===== config.mk =====
export PLATFORM = sky130hd
export DESIGN_NAME = acb_arbiter
export DESIGN_NICKNAME = d
export VERILOG_FILES = /design/src/rtl/acb_pkg.sv /design/src/rtl/acb_rr_arb2.sv /design/src/rtl/acb_arbiter.sv
export SDC_FILE = /design/constraint.sdc
export NUM_CORES = 1
export LEC_CHECK = 0
export CORE_AREA = 2 2 516 518
export DETAILED_ROUTE_END_ITERATION = 10
export DIE_AREA = 0 0 518 520
export MAX_ROUTING_LAYER = met4
export PLACE_DENSITY = 0.3
export SYNTH_ARGS = -nofsm -noshare
export SYNTH_HDL_FRONTEND = slang
export SYNTH_HIERARCHICAL = 1
export SYNTH_SLANG_ARGS = --single-unit

===== constraint.sdc =====
create_clock -name clk -period 2 [get_ports clk]
set_input_delay 0.4 -clock clk [delete_from_list [all_inputs] [get_ports clk]]
set_output_delay 0.4 -clock clk [all_outputs]
set_load 0.01 [all_outputs]

===== src/rtl/acb_pkg.sv =====
// acb_pkg: shared definitions for the acb arbiter slice.
//   ACB_WIDTH      default field element width (GF(2^163))
//   acb_state_e    arbiter FSM state encoding
//   MODE_*         request mode encoding seen on req_mode / acb_configuration
package acb_pkg;

  localparam int ACB_WIDTH = 163;

  // Mode bit as carried on req_mode and driven to the core's configuration.
  localparam logic MODE_SQR_PROD = 1'b0;  // (A*B)^2
  localparam logic MODE_PROD     = 1'b1;  // A*B

  typedef enum logic [1:0] {
    ST_IDLE = 2'd0,
    ST_BUSY = 2'd1,
    ST_RESP = 2'd2
  } acb_state_e;

endpackage


===== src/rtl/acb_rr_arb2.sv =====
// acb_rr_arb2: combinational two-way round-robin grant.
//   req_valid [1:0]  request bits, bit i = requester i
//   ptr              requester favoured when both are valid
//   en               grant enable; no grant when low
//   gnt [1:0]        one-hot grant (or zero)
module acb_rr_arb2 (
  input  logic [1:0] req_valid,
  input  logic       ptr,
  input  logic       en,
  output logic [1:0] gnt
);

  always_comb begin
    gnt = 2'b00;
    if (en) begin
      case (req_valid)
        2'b01:   gnt = 2'b01;
        2'b10:   gnt = 2'b10;
        2'b11:   gnt = ptr ? 2'b10 : 2'b01;
        default: gnt = 2'b00;
      endcase
    end
  end

endmodule


===== src/rtl/acb_arbiter.sv =====
// acb_arbiter: two-port round-robin arbiter / sequencer in front of the shared
// GF(2^163) multiply/square core.
//   clk, rst_n                    clock, asynchronous active-low reset
//   req_valid/req_ready [1:0]     per-requester request handshake
//   req_mode [1:0]                per-requester mode (1 = A*B, 0 = (A*B)^2)
//   req_a0/req_b0, req_a1/req_b1  operands of requester 0 / 1
//   rsp_valid/rsp_ready [1:0]     per-requester response handshake
//   rsp_c, rsp_err                shared response data and timeout flag
//   acb_enable, acb_configuration core controls
//   acb_a, acb_b                  core operands
//   acb_c, acb_done               core result and completion
module acb_arbiter
  import acb_pkg::*;
#(
  parameter int WIDTH   = ACB_WIDTH,
  parameter int TIMEOUT = 511
) (
  input  logic             clk,
  input  logic             rst_n,
  input  logic [1:0]       req_valid,
  output logic [1:0]       req_ready,
  input  logic [1:0]       req_mode,
  input  logic [WIDTH-1:0] req_a0,
  input  logic [WIDTH-1:0] req_b0,
  input  logic [WIDTH-1:0] req_a1,
  input  logic [WIDTH-1:0] req_b1,
  output logic [1:0]       rsp_valid,
  input  logic [1:0]       rsp_ready,
  output logic [WIDTH-1:0] rsp_c,
  output logic             rsp_err,
  output logic             acb_enable,
  output logic             acb_configuration,
  output logic [WIDTH-1:0] acb_a,
  output logic [WIDTH-1:0] acb_b,
  input  logic [WIDTH-1:0] acb_c,
  input  logic             acb_done
);

  localparam int CNT_W = $clog2(TIMEOUT + 1);

  acb_state_e       state_reg, state_next;
  logic             ptr_reg;
  logic [CNT_W-1:0] cnt_reg;
  logic             owner_reg;
  logic             mode_reg;
  logic [WIDTH-1:0] a_reg, b_reg, c_reg;
  logic             err_reg;

  logic [1:0]       gnt;
  logic             grant_en;
  logic             win;
  logic             timeout_hit;

  // A done still high from the previous operation must not be mistaken for
  // the completion of a new one, so it holds off the grant. rst_n is folded
  // in so req_ready stays low for the whole reset pulse.
  assign grant_en    = rst_n && (state_reg == ST_IDLE) && !acb_done;
  assign win         = gnt[1];
  assign timeout_hit = (cnt_reg == CNT_W'(TIMEOUT - 1));

  acb_rr_arb2 u_arb (
    .req_valid (req_valid),
    .ptr       (ptr_reg),
    .en        (grant_en),
    .gnt       (gnt)
  );

  // State register
  always_ff @(posedge clk or negedge rst_n) begin
    if (!rst_n) state_reg <= ST_IDLE;
    else        state_reg <= state_next;
  end

  // Next-state logic
  always_comb begin
    state_next = state_reg;
    case (state_reg)
      ST_IDLE: if (|gnt)                      state_next = ST_BUSY;
      ST_BUSY: if (acb_done || timeout_hit)   state_next = ST_RESP;
      ST_RESP: if (rsp_ready[owner_reg])      state_next = ST_IDLE;
      default:                                state_next = ST_IDLE;
    endcase
  end

  // Output logic
  always_comb begin
    req_ready         = 2'b00;
    rsp_valid         = 2'b00;
    acb_enable        = 1'b0;
    acb_configuration = 1'b0;
    acb_a             = '0;
    acb_b             = '0;
    case (state_reg)
      ST_IDLE: req_ready = gnt;
      ST_BUSY: begin
        acb_enable        = 1'b1;
        acb_configuration = mode_reg;
        acb_a             = a_reg;
        acb_b             = b_reg;
      end
      ST_RESP: rsp_valid[owner_reg] = 1'b1;
      default: ;
    endcase
  end

  assign rsp_c   = c_reg;
  assign rsp_err = err_reg;

  // Operand latch, round-robin pointer, timeout counter and response capture
  always_ff @(posedge clk or negedge rst_n) begin
    if (!rst_n) begin
      ptr_reg   <= 1'b0;
      cnt_reg   <= '0;
      owner_reg <= 1'b0;
      mode_reg  <= MODE_SQR_PROD;
      a_reg     <= '0;
      b_reg     <= '0;
      c_reg     <= '0;
      err_reg   <= 1'b0;
    end else begin
      case (state_reg)
        ST_IDLE: begin
          if (|gnt) begin
            owner_reg <= win;
            mode_reg  <= req_mode[win];
            a_reg     <= win ? req_a1 : req_a0;
            b_reg     <= win ? req_b1 : req_b0;
            cnt_reg   <= '0;
            // Pointer only moves on contention: the loser goes first next time.
            if (&req_valid) ptr_reg <= ~win;
          end
        end
        ST_BUSY: begin
          cnt_reg <= cnt_reg + 1'b1;
          // done has priority over a timeout landing in the same cycle
          if (acb_done) begin
            c_reg   <= acb_c;
            err_reg <= 1'b0;
          end else if (timeout_hit) begin
            c_reg   <= '0;
            err_reg <= 1'b1;
          end
        end
        default: ;
      endcase
    end
  end

endmodule


==> flow_summary.yaml <==
detailed_routing:
  vias_per_cell: 3.15
  drc: 0
  drt_iter0_markers: 783
  first_pass_iters: 4
  routed_wl_um: 181000
  routedWlPerCell_um: 24.5
  detail-route-antenna-nets: 0
  via_count: 23300
pwr:
  p_int_mw: 36.8
  clkPwrFrac_pct: 25.1
  vdd_drop_max_v: 0.000757
  powerDensity_mw_per_mm2: 1230
  seqPwrFrac_pct: 30.6
  swShare_pct: 35.8
  power_frac_comb_pct: 44.3
  p_leak_nw: 19.6
  power_switching_mw: 20.5
clock_network:
  clkLatencyLatePin_ns: 0.70
  clock_path_buffers: 3
  cts_made_buffers: 78
  cts_sinks: 504
  cts-htree-levels: 3
  clk_pin_slew_worst_paths_ns: 0.06
  cts_tree: "yes"
  root_buffer: "clkbuf_16"
grt:
  antenna_found_initial: 134
  grt_pass1_vias: 24700
  grt_pass1_wl_um: 239000
  grt_max_degree: 114
  grt_usage_pct: 13.5
  grt_remaining_overflow: 0
floorplan:
  design.portCount: 1320
  core_mm2: 0.264
  die-area_mm2: 0.269
  start_util_pct: 8.94
  fp.dieW_um: 518
  rows: 189
  die_y_um: 520
timing:
  slew_headroom_pct: 35.3
  period_share_pct: 145
  fmax_ghz: 0.345
  fin_setup_tns_ns: -420.86
  finalHoldViolCount: 0
  finalWorstSetupSlack_ns: -0.900
  clock_skew_ns: 0.0401
  rsz0062_at_grt: "yes"
  period_needed_ns: 2.90
  setup_violations: 953
  worst_pin_slew_ns: 0.970
  final-max-slew-violation-count: 0
worst_setup_path:
  path_class: "register to primary output"
  crit_path_max_fanout: 10
  crit_required_ns: 1.60
  critPathCaptureType: "primary output"
  critPathLaunchType: "register"
  crit_arrival_ns: 2.50
synthesis:
  syn_avg_cell_area_um2: 10.6
  synth_area_leaders: "dfrtp_1 (53%), mux2i_1 (14%), and2_1 (8.7%)"
  ys_ff_latch: 504
  synth.net_count: 3050
  netlist_area_mm2: 0.0236
  yosys.area.top_type: "dfrtp_1"
  netlist_instances: 2224
  synth_top_area_share_pct: 53.5
  synth-seq-area-share_pct: 53.5
  ys_types: 35
  yosys_warnings: 6
placement:
  dpl.hpwl_um: 147000
  dpl.cell_count: 7101
  gp_congestion: 0.823
  portBuffers: 1319
  place_ws_ns: -1.00
status:
  status: "finished, violations left"
  violations: "negative setup slack"
cells_and_area:
  finalNonFillerCells: 7393
  final_layout_size_suffix_gt1_share_pct: 20.0
  fillers: 29400
  area_delta_synth_final_pct: 97.5
  seqCellArea_mm2: 0.0126
  final_nets: 4557
  multi_input_area_mm2: 0.0103
  post-route-util_pct: 17.7
run:
  maxCapViolCount: 0
worst_hold_path:
  hp-class: "primary input to register"
worst max-delay path, stage by stage (launching register included):
cell,delay (ns)
dfrtp_1,0.38
nand2b_4,0.21
inv_16,0.15
buf_16,0.17
buf_12,0.14
and2_1,0.14
clkdlybuf4s50_1,0.53
power by group through the flow:
stage	Clock, mW	Sequential, mW	Combinational [mW]
finish	14.4	17.5	25.3
global placement	0	17.6	23.3
floorplan	0	17.4	8.67
CTS	15.1	17.6	25.9
global route	15.4	18.2	27.6
detailed placement	0	17.7	23.2
per-layer routing:
metal | global-route usage, % | up-vias | share of wire (%)
met3 | 5.47 | 237 | 8.6
met4 | 3.56 | 0 | 2.6
li1 | - | 10800 | -
met5 | - | - | 0
met2 | 23.1 | 1093 | 50
met1 | 14.3 | 11100 | 39
cells in the mapped netlist:
cell      number
a21o_1         2
a21oi_1        2
a22o_1       163
a31oi_1        3
and2_1       328
and2_4         1
and3b_1        1
and4_1         1
buf_1          4
buf_2         92
buf_4         14
buf_6         17
clkbuf_1      57
dfrtp_1      504
ha_1           2
inv_1          4
inv_2          1
mux2i_1      329
nand2_1      340
nand2b_1       1
nand3_1        5
nand3b_1       1
nand4_1        3
nand4_2        1
nor2_1         3
nor3_1         2
nor3b_1        1
nor4b_1        1
o211ai_1       2
o21a_1         1
o21ai_0      254
o21ai_1       80
o21ba_2        1
o21bai_1       1
o31ai_1        2
metrics by stage:
stage	power, mW	cell area (um^2)	hold slack, ns
6_report	57.3	46600	0.308
5_1_grt	61.2	46600	0.230
4_1_cts	58.7	46400	0.192
3_5_place_dp	40.8	42500	0.462
3_3_place_gp	40.9	42500	0.455
2_1_floorplan	26.1	23600	0.104
placed cells by master (no fill, tap or decap), types with 22 or more instances in the layout:
cell               n
buf_4            206
nand2_1          337
clkbuf_2          50
o21ai_1           79
o21ai_0          254
dfrtp_1          504
and2_1           231
diode_2           69
clkbuf_8          22
a22o_1           163
buf_6            121
mux2i_1          329
dlygate4sd2_1     76
buf_12            74
buf_2             28
clkdlybuf4s50_1  997
and2_4            95
clkbuf_16         80
worst paths after layout:
path	start	to	slack (ns)	cells after the start
worst max-delay path	state_reg[1]	acb_a[13]	-0.90	6
worst min-delay path	acb_c[154]	rsp_c[154]	0.31	2
worst max register to register	state_reg[0]	b_reg[18]	-0.76	14
worst min register to register	a_reg[126]	a_reg[126]	0.47	2
max in group asynchronous	rst_n	a_reg[105]	0.25	4
min in group asynchronous	rst_n	b_reg[12]	0.41	3
cells by family after synthesis:
family                     after synthesis  share of synthesized area (%)
muxes                                  329                           14.0
adders and majority gates                2                          0.106
and+or+nand+nor                        689                           14.7
AOI/OAI and AO/OA                      511                           13.6
DFF                                    504                           53.5
buffers and inverters                  189                           4.26
layout make-up:
cell class	instances	area share, %
timing repair buffer	1610	35.2
sequential	504	27.1
multi-input combinational	1531	22.1
tap	3533	9.49
clock buffer	118	4.98
clock inverter	22	0.679
antenna	69	0.371
inverter	5	0.0752
timing repair inverter	1	0.0644
repair_timing:
action | 4_1_cts | 5_1_grt
endpoints found under the hold margin | 11 | 0
resized for setup | 935 | 235
setup buffers | 49 | 18
pin swaps | 40 | 7
setup endpoints to repair | 994 | 994
hold buffers | 1 | 0
gates cloned | 14 | 2
(Power assumes the default switching activity.)
